--- src/rtl/debounce_bank.sv ---
// Multi-channel debouncer: two-flop synchronizer, per-channel debounce counter,
// one-cycle press/release pulses and an optional long-press detector.
// Optional feature macro: DEBOUNCE_HOLD_EN (hold counters, hold_out/hold_pulse).
// Without it, hold_out and hold_pulse are tied to 0.
module debounce_bank #(
  parameter int unsigned N           = 20,
  parameter int unsigned DB_CYCLES   = 100000,
  parameter int unsigned HOLD_CYCLES = 200000000,
  parameter logic [N-1:0] INV_MASK   = '0
) (
  input  logic         clk,
  input  logic         rst,
  input  logic [N-1:0] raw_in,
  output logic [N-1:0] level_out,
  output logic [N-1:0] press_pulse,
  output logic [N-1:0] release_pulse,
  output logic [N-1:0] hold_out,
  output logic [N-1:0] hold_pulse
);

  localparam int unsigned DbW = $clog2(DB_CYCLES + 1);
  localparam logic [DbW-1:0] DbLast = DbW'(DB_CYCLES - 1);

  logic [N-1:0]   s1_q, s2_q;
  logic [DbW-1:0] db_cnt_q [N];
  logic [DbW-1:0] db_cnt_d [N];
  logic [N-1:0]   level_q, level_d;
  logic [N-1:0]   press_q, press_d;
  logic [N-1:0]   rel_q, rel_d;

  // Synchronizer, debounce counters, level and edge pulses
  always_ff @(posedge clk) begin
    if (rst) begin
      s1_q    <= '0;
      s2_q    <= '0;
      level_q <= '0;
      press_q <= '0;
      rel_q   <= '0;
      for (int i = 0; i < int'(N); i++) db_cnt_q[i] <= '0;
    end else begin
      s1_q    <= raw_in ^ INV_MASK;
      s2_q    <= s1_q;
      level_q <= level_d;
      press_q <= press_d;
      rel_q   <= rel_d;
      for (int i = 0; i < int'(N); i++) db_cnt_q[i] <= db_cnt_d[i];
    end
  end

  // Count consecutive disagreeing samples; accept the new level on the last one
  always_comb begin
    level_d = level_q;
    press_d = '0;
    rel_d   = '0;
    for (int i = 0; i < int'(N); i++) begin
      db_cnt_d[i] = '0;
      if (s2_q[i] != level_q[i]) begin
        if (db_cnt_q[i] == DbLast) begin
          level_d[i] = ~level_q[i];
          press_d[i] = ~level_q[i];
          rel_d[i]   = level_q[i];
        end else begin
          db_cnt_d[i] = db_cnt_q[i] + DbW'(1);
        end
      end
    end
  end

  assign level_out     = level_q;
  assign press_pulse   = press_q;
  assign release_pulse = rel_q;

`ifdef DEBOUNCE_HOLD_EN
  localparam int unsigned HoldW = $clog2(HOLD_CYCLES + 1);
  localparam logic [HoldW-1:0] HoldMax  = HoldW'(HOLD_CYCLES);
  localparam logic [HoldW-1:0] HoldLast = HoldW'(HOLD_CYCLES - 1);

  logic [HoldW-1:0] hold_cnt_q [N];
  logic [HoldW-1:0] hold_cnt_d [N];
  logic [N-1:0]     hold_q, hold_d;
  logic [N-1:0]     hpulse_q, hpulse_d;

  // Hold counter and long-press flags
  always_ff @(posedge clk) begin
    if (rst) begin
      hold_q   <= '0;
      hpulse_q <= '0;
      for (int i = 0; i < int'(N); i++) hold_cnt_q[i] <= '0;
    end else begin
      hold_q   <= hold_d;
      hpulse_q <= hpulse_d;
      for (int i = 0; i < int'(N); i++) hold_cnt_q[i] <= hold_cnt_d[i];
    end
  end

  // Saturating count while active; a falling level clears on the release edge
  always_comb begin
    hold_d   = hold_q;
    hpulse_d = '0;
    for (int i = 0; i < int'(N); i++) begin
      hold_cnt_d[i] = hold_cnt_q[i];
      if (rel_d[i] || !level_q[i]) begin
        hold_cnt_d[i] = '0;
        hold_d[i]     = 1'b0;
      end else if (hold_cnt_q[i] != HoldMax) begin
        hold_cnt_d[i] = hold_cnt_q[i] + HoldW'(1);
        if (hold_cnt_q[i] == HoldLast) begin
          hold_d[i]   = 1'b1;
          hpulse_d[i] = 1'b1;
        end
      end
    end
  end

  assign hold_out   = hold_q;
  assign hold_pulse = hpulse_q;
`else
  assign hold_out   = '0;
  assign hold_pulse = '0;
`endif

endmodule

--- config.mk ---
export PLATFORM = sky130hd
export DESIGN_NAME = debounce_bank
export DESIGN_NICKNAME = d
export VERILOG_FILES = /design/src/rtl/debounce_bank.sv
export SDC_FILE = /design/constraint.sdc
export NUM_CORES = 1
export LEC_CHECK = 0
export ABC_CLOCK_PERIOD_IN_PS = 2400
export CORE_ASPECT_RATIO = 0.8
export CORE_MARGIN = 2
export CORE_UTILIZATION = 30
export DETAILED_ROUTE_END_ITERATION = 16
export DONT_BUFFER_PORTS = 1
export GPL_TIMING_DRIVEN = 1
export HOLD_SLACK_MARGIN = 0.08
export PLACE_DENSITY = 0.44
export SETUP_SLACK_MARGIN = 0.4
export SYNTH_ARGS = -nofsm -noshare
export SYNTH_HDL_FRONTEND = slang
export SYNTH_SLANG_ARGS = --single-unit
--- constraint.sdc ---
create_clock -name clk -period 2.4 [get_ports clk]
set_input_delay 0.24 -clock clk [delete_from_list [all_inputs] [get_ports clk]]
set_output_delay 0.24 -clock clk [all_outputs]
set_load 0.02 [all_outputs]
Yosys cells after proc, flatten, opt, wreduce, memory -nomap -nowiden
Memories as Yosys holds them, arrays and structs flattened.
Index checks and enable logic that the tools add are counted.
{ "word_totals": {"register_bits": 100, "latch_bits": 0, "mem_bits_rw": 340, "mem_bits_ro": 0, "inputBits": 22, "n_memories": 1} }
{ "mem_list": {"columns": ["name", "words", "width", "read_ports", "rd_ports_with_merged_regs", "wr", "line", "text"], "rows": [
  ["db_cnt_q", 20, 17, 20, 0, 20, "25", "logic [DbW-1:0] db_cnt_q [N];"]
]} }
{ "op_classes": {"addsub": 20, "n_mul": 0, "n_div": 0, "order_cmp": 0, "n_eq_ne": 40, "shift": 0, "mux": 63, "bitwise_logic": 80, "n_reduce_logical": 40} }
{ "op_table": {"columns": ["operator", "n"], "rows": [
  ["17-bit 2-to-1 mux", 60],
  ["17-bit by 1-bit adder with 17-bit output, second input constant", 20],
  ["17-bit equality test, second input constant", 20],
  ["1-bit NOT", 60],
  ["3-bit OR reduction", 20],
  ["2-bit AND reduction", 20],
  ["1-bit inequality test", 20],
  ["1-bit bitwise OR", 20],
  ["1-bit 2-to-1 mux", 3]
]} }

Logic depth before layout (Yosys ltp)
Gate-level depths: netlist (run 1).
An unclocked memory read counts as a cell.
{ "logic_depth": {"ltp_word": 5, "ltp_mapped": 7} }

Worst setup path after synthesis (run 1)
OpenSTA, ideal clock, no wires.
{ "synth_timing": {"path_kind": "register to register", "startpoint": "memory db_cnt_q[0][17] (netlist name)", "endpoint": "memory db_cnt_q[0][32] (netlist name)", "arrival_ns": 1.937, "required_ns": 2.285, "path_slack_ns": 0.348, "path_stages_with_launch": 8, "path_buffers": 2, "cell_sequence": "dfxtp_1 -> ha_1 -> buf_4 -> or4b_1 -> or4_4 -> o21ai_4 -> buf_6 -> nor2_1"} }
{ "synth_lines": {"columns": ["element", "line"], "rows": [
  ["start: declaration", "25"]
]} }

==> results of run 1 <==
==> state kept, by name, indices dropped and copies added (netlist names) <==
register	cells
release_pulse	20
s1_q	20
press_pulse	20
db_cnt_q	340
level_out	20
s2_q	20
==> cell usage in the layout (no fill, tap or decap), types with 26 or more instances in the layout <==
cell type	netlist	final
conb_1	1	40
nand3_1	154	154
nand4_1	106	106
nor3_1	79	79
xor2_1	102	102
a21oi_1	32	32
and4_1	26	26
nor2b_1	43	43
clkbuf_16	0	51
or3_1	34	34
nand2_1	73	71
or4_1	26	26
nor4_1	85	85
dfxtp_1	440	438
nor2_1	351	351
xnor2_1	188	188
inv_1	72	72
==> worst max-delay path, delay by kind of cell, from the launching register on <==
| kind | cells | cell delay (ns) |
|---|---|---|
| flops | 1 | 0.37 |
| buf+inv | 1 | 0.15 |
| fa+ha+maj | 1 | 0.16 |
| compound gates | 2 | 0.20 |
| simple gates | 2 | 0.91 |
==> stage by stage <==
| step | utilization (%) | std cells | setup WS (ns) | area, um2 |
|---|---|---|---|---|
| floorplan | - | 2137 | 0.371 | 19100 |
| detailed placement | 31.5 | 2900 | 0.311 | 19700 |
| finish | 34.7 | 3019 | 0.477 | 21700 |
| global route | 34.7 | 3019 | 0.398 | 21700 |
| CTS | 34.6 | 3014 | 0.439 | 21600 |
| global placement | 31.5 | 2900 | 0.301 | 19700 |
==> power breakdown <==
part,switching [mW],total [mW],internal [mW]
registers,0.0255,7.37,7.35
logic,0.188,0.279,0.0910
clock network,3.02,7.56,4.54
==> logic make-up (layout without fill, tap and decap cells) <==
family / after synthesis / after routing / share of synthesized area, %
compound gates: 69 / 69 / 2.26
xor+xnor: 290 / 290 / 13.4
fa+ha+maj: 20 / 20 / 1.32
buf+inv: 166 / 208 / 4.47
flops: 440 / 440 / 46.6
mux: 17 / 17 / 0.900
other cells: 1 / 40 / 0.0198
simple gates: 1095 / 1095 / 31.0
==> layout make-up <==
type	count	area, um2	area share, %
Sequential cell	440	8810	40.6
Timing Repair Buffer	51	527	2.43
Multi-Input combinational cell	1531	9420	43.4
Clock inverter	16	220	1.02
Inverter	72	270	1.25
Clock buffer	69	1380	6.38
Tap cell	840	1050	4.85
==> worst paths after layout <==
| path | slack, ns | to | from | depth (start not counted) |
|---|---|---|---|---|
| max | 0.48 | db_cnt_q[0][33] | db_cnt_q[0][17] | 6 |
| min | 0.14 | s1_q[12] | rst | 2 |
| max reg2reg | 0.48 | db_cnt_q[0][33] | db_cnt_q[0][17] | 6 |
| min reg2reg | 0.43 | s2_q[10] | s1_q[10] | 1 |
==> per-layer routing <==
metal / up-vias / share of wire [%]
met1: 6457 / 51
met3: 60 / 3.9
li1: 7324 / -
met5: - / 0
met2: 178 / 43
met4: 0 / 2.2
==> timing repair <==
item,in CTS,in global routing
setup buffers,1,5
endpoints found under the setup margin,30,192
hold buffers,28,0
gates resized for setup,1,11
pin swaps,1,4
hold endpoints to repair,242,0
==> flow_summary.yaml, run 1 <==
status:
  status: "completed"
floorplan:
  initial_core_util_pct: 30.3
  die_w_um: 285
  io_pins: 122
  core_mm2: 0.0625
  die_height_um: 229
  num_rows: 82
  design.die.area_mm2: 0.0650
sta:
  period_minus_slack_ns: 1.92
  finClkSkew_ns: 0.0235
  max_freq_mhz: 520
  tns_ns: 0
  hold-worst-slack_ns: 0.142
  rsz0062_at_grt: "yes"
  final_max_slew_viol_count: 0
  fin_crit_sh_pct: 80.1
  setup_viol: 0
  slew_headroom_pct: 26.6
  hold_viol: 0
  worstMarginPinSlew_ns: 1.10
routing:
  drc: 0
  routed_wirelength_um: 40300
  wl_per_cell_um: 13.3
  drt.antenna.violating_nets: 0
  dr_total_vias: 14019
  drtPass1Iterations: 6
  via_per_inst: 4.64
  drt_iter0_markers: 864
setup_path:
  cp.arrival_ns: 2.37
  cp_slowest_cell: "or4b_4"
  crit_type: "flop to flop"
  required_ns: 2.85
  cp_max_fo: 15
  end_kind: "flop"
  path_cells: "ha_1 > or4b_4 > or4_4 > o21ai_4 > buf_12 > a21oi_1"
  crit_path_start_kind: "flop"
  cpPeakStageDelay_ns: 0.46
clocking:
  clkSlewWorstSetupHoldPaths_ns: 0.06
  cts-root-buf: "clkbuf_16"
  clk_latency_ns: 0.58
  cts_made_buffers: 50
  htree_levels: 2
  cts_tree: "yes"
  cts_sinks: 440
  cts_buffer_depth: 3
layout:
  nNetsFinal: 2188
  drive_above_1_share_pct: 5.97
  diodes: 0
  syn2layout_area_growth_pct: 14.7
  fill_cells: 6393
global_route:
  met1_usage_pct: 17.2
  grt_pass1_vias: 12986
  grt_max_degree: 39
  met2_usage_pct: 18.6
  antenna_found_initial: 1
  grt_pass1_wl_um: 66700
  grt-ovfl-total: 0
  grt_usage_pct: 12.2
  use_met3_pct: 2.50
  grt_busiest_layer: "met2"
logic_synthesis:
  yosys-top-cells-area: "dfxtp_1, xnor2_1, nor2_1"
  synth_warnings: 0
  synth_top_area_share_pct: 46.6
  avgSynthCellArea_um2: 9.01
  synthArstFlopShare_pct: 0
  yosysTopAreaCell: "dfxtp_1"
  synth_cell_type_count: 52
  ys.flop_type: "dfxtp_1"
  ys_seq_area_share_pct: 46.6
  netlist_area_mm2: 0.0189
  ys_seq_elements: 440
  synthMostInstantiatedCell: "dfxtp_1"
  synthTopCellsByCount: "dfxtp_1, nor2_1, xnor2_1, nand3_1, nand4_1"
  synth-edff-count: 0
  syn_inst: 2098
hold_path:
  hold_class: "primary input to flop"
pwr:
  ir_drop_mv: 0.518
  total_power_mw: 15.2
  p_per_area_mw_per_mm2: 702
  leakagePower_nw: 6.49
placed_design:
  io_buffers: 0
  dp_hpwl_um: 24700
  gp_routability_congestion: 0.779
flow_run:
  drv_cap: 0
Note: power is estimated with default switching activity, not from simulation.
==> run 2: changes to the inputs <==
Settings changed: ABC_CLOCK_PERIOD_IN_PS 2400 to 1850.
Clock period 2.4 ns to 1.85 ns, I/O delays scaled along.
==> flow_summary.yaml, run 2 (synthesized netlist as in run 1, its figures left out) <==
status:
  status: "finished with violations"
  violations: "setup timing"
floorplan:
  num_rows: 82
  initial_core_util_pct: 30.3
  core_mm2: 0.0625
  io_pins: 122
  design.die.area_mm2: 0.0650
  die_w_um: 285
  die_height_um: 229
clocking:
  cts_made_buffers: 51
  htree_levels: 2
  cts-root-buf: "clkbuf_16"
  cts_tree: "yes"
  cts_sinks: 440
  cts_buffer_depth: 3
  clkSlewWorstSetupHoldPaths_ns: 0.06
  clk_latency_ns: 0.59
global_route:
  antenna_found_initial: 0
  grt_max_degree: 45
  grt-ovfl-total: 0
  grt_usage_pct: 13.2
  grt_pass1_wl_um: 72900
  grt_pass1_vias: 14551
setup_path:
  crit_path_start_kind: "flop"
  cp_max_fo: 15
  required_ns: 2.32
  path_cells: "ha_4 > or4b_4 > or4_4 > o21ai_4 > buf_12 > a21oi_1"
  cp_slowest_cell: "or4b_4"
  cpPeakStageDelay_ns: 0.45
  crit_type: "flop to flop"
  end_kind: "flop"
  cp.arrival_ns: 2.35
sta:
  period_minus_slack_ns: 1.88
  final_max_slew_viol_count: 0
  setup_viol: 16
  slew_headroom_pct: 62.5
  finClkSkew_ns: 0.0152
  hold_viol: 0
  rsz0062_at_grt: "yes"
  max_freq_mhz: 531
  fin_crit_sh_pct: 102
  layout_setup_ws_ns: -0.0329
  worstMarginPinSlew_ns: 0.557
  hold-worst-slack_ns: 0.207
routing:
  wl_per_cell_um: 14.1
  drt_iter0_markers: 594
  drt.antenna.violating_nets: 0
  routed_wirelength_um: 45800
  drtPass1Iterations: 7
  via_per_inst: 4.74
  drc: 0
  dr_total_vias: 15405
layout:
  finalNonFillerCells: 3252
  regMostFlops: "db_cnt_q"
  largest_reg_flops: 340
  final_common_cell: "dfxtp_1"
  syn2layout_area_growth_pct: 41.9
  fill_cells: 5935
  final_cell_mix: "dfxtp_1, nor2_1, buf_4"
  nNetsFinal: 2415
  diodes: 0
  drive_above_1_share_pct: 35.9
pwr:
  p_seq_share_pct: 46.7
  total_power_mw: 20.2
  combPwrFrac_pct: 2.5
  p_clk_share_pct: 50.8
  leakagePower_nw: 8.34
  p_per_area_mw_per_mm2: 755
  p_int_mw: 15.8
  p_switching_mw: 4.41
  switching_share_pct: 21.8
  ir_drop_mv: 0.774
placed_design:
  dp_hpwl_um: 25700
  dp.cells: 2969
  io_buffers: 0
  gp_routability_congestion: 0.781
hold_path:
  hold_class: "primary input to flop"
flow_run:
  drv_cap: 0
## run 2: cell count changes in the layout (fill, tap and decap cells not counted), moves of 34 or more
| cell | change |
|---|---|
| nor2_1 | -118 |
| buf_4 | +173 |
| dfxtp_2 | +91 |
| dfxtp_1 | -175 |
| nor2_4 | +101 |
| nand3_1 | -34 |
| dfxtp_4 | +84 |
| nor4_1 | -39 |
## run 2: layer usage
| metal | wire length, um | track usage, % | vias to the layer above |
|---|---|---|---|
| li1 | - | - | 7814 |
| met1 | 22000 | 18.1 | 7348 |
| met2 | 21000 | 20.3 | 171 |
| met3 | 1750 | 2.98 | 72 |
| met4 | 1010 | 4.21 | 0 |
| met5 | 0 | 0 | - |
## run 2: critical path: cells and delay by family (launching register included)
| family | cells | cell delay (ns) |
|---|---|---|
| adder cells (fa/ha/maj) | 1 | 0.13 |
| flip-flops | 1 | 0.35 |
| AO/OA/AOI/OAI | 2 | 0.23 |
| AND/OR/NAND/NOR | 2 | 0.90 |
| buffers and inverters | 1 | 0.15 |
## run 2: final timing paths
kind / start / endpoint / slack, ns / depth (start not counted)
setup / recovery: db_cnt_q[0][17] / db_cnt_q[0][33] / -0.03 / 6
setup reg to reg: db_cnt_q[0][17] / db_cnt_q[0][33] / -0.03 / 6
hold reg to reg: db_cnt_q[2][0] / db_cnt_q[2][0] / 0.43 / 1
hold / removal: rst / s2_q[9] / 0.21 / 2
## run 2: final cells by class
type | count | area [um2] | share of cell area [%]
Multi-Input combinational cell | 1533 | 11900 | 44.3
Sequential cell | 440 | 9240 | 34.5
Timing Repair Buffer | 275 | 2680 | 9.98
Clock buffer | 78 | 1530 | 5.70
Tap cell | 840 | 1050 | 3.92
Inverter | 72 | 270 | 1.01
Clock inverter | 14 | 185 | 0.690
## run 2: power by group through the flow
stage	clock network (mW)	registers (mW)	logic [mW]
global route	11.1	9.45	0.544
detailed placement	0	9.77	0.262
finish	10.3	9.45	0.503
floorplan	0	9.76	0.308
CTS	10.7	9.48	0.438
global placement	0	9.77	0.260
## run 2: stage by stage
step,TNS [ns],utilization (%),area [um2],setup WS [ns]
final,-0.363,42.9,26800,-0.0329
after detailed placement,-0.599,33.2,20800,-0.0546
after CTS,-0.576,39.6,24700,-0.0500
after global placement,-0.523,33.2,20800,-0.0381
after floorplan,-2.07,-,19700,-0.179
after global routing,-1.11,42.9,26800,-0.0956
## run 2: what timing repair did
action,CTS,global route
cloned,12,5
hold endpoints to repair,270,0
endpoints found under the setup margin,330,360
hold buffers,33,0
pin swaps,83,123
gates resized for setup,283,379
setup buffers,83,58
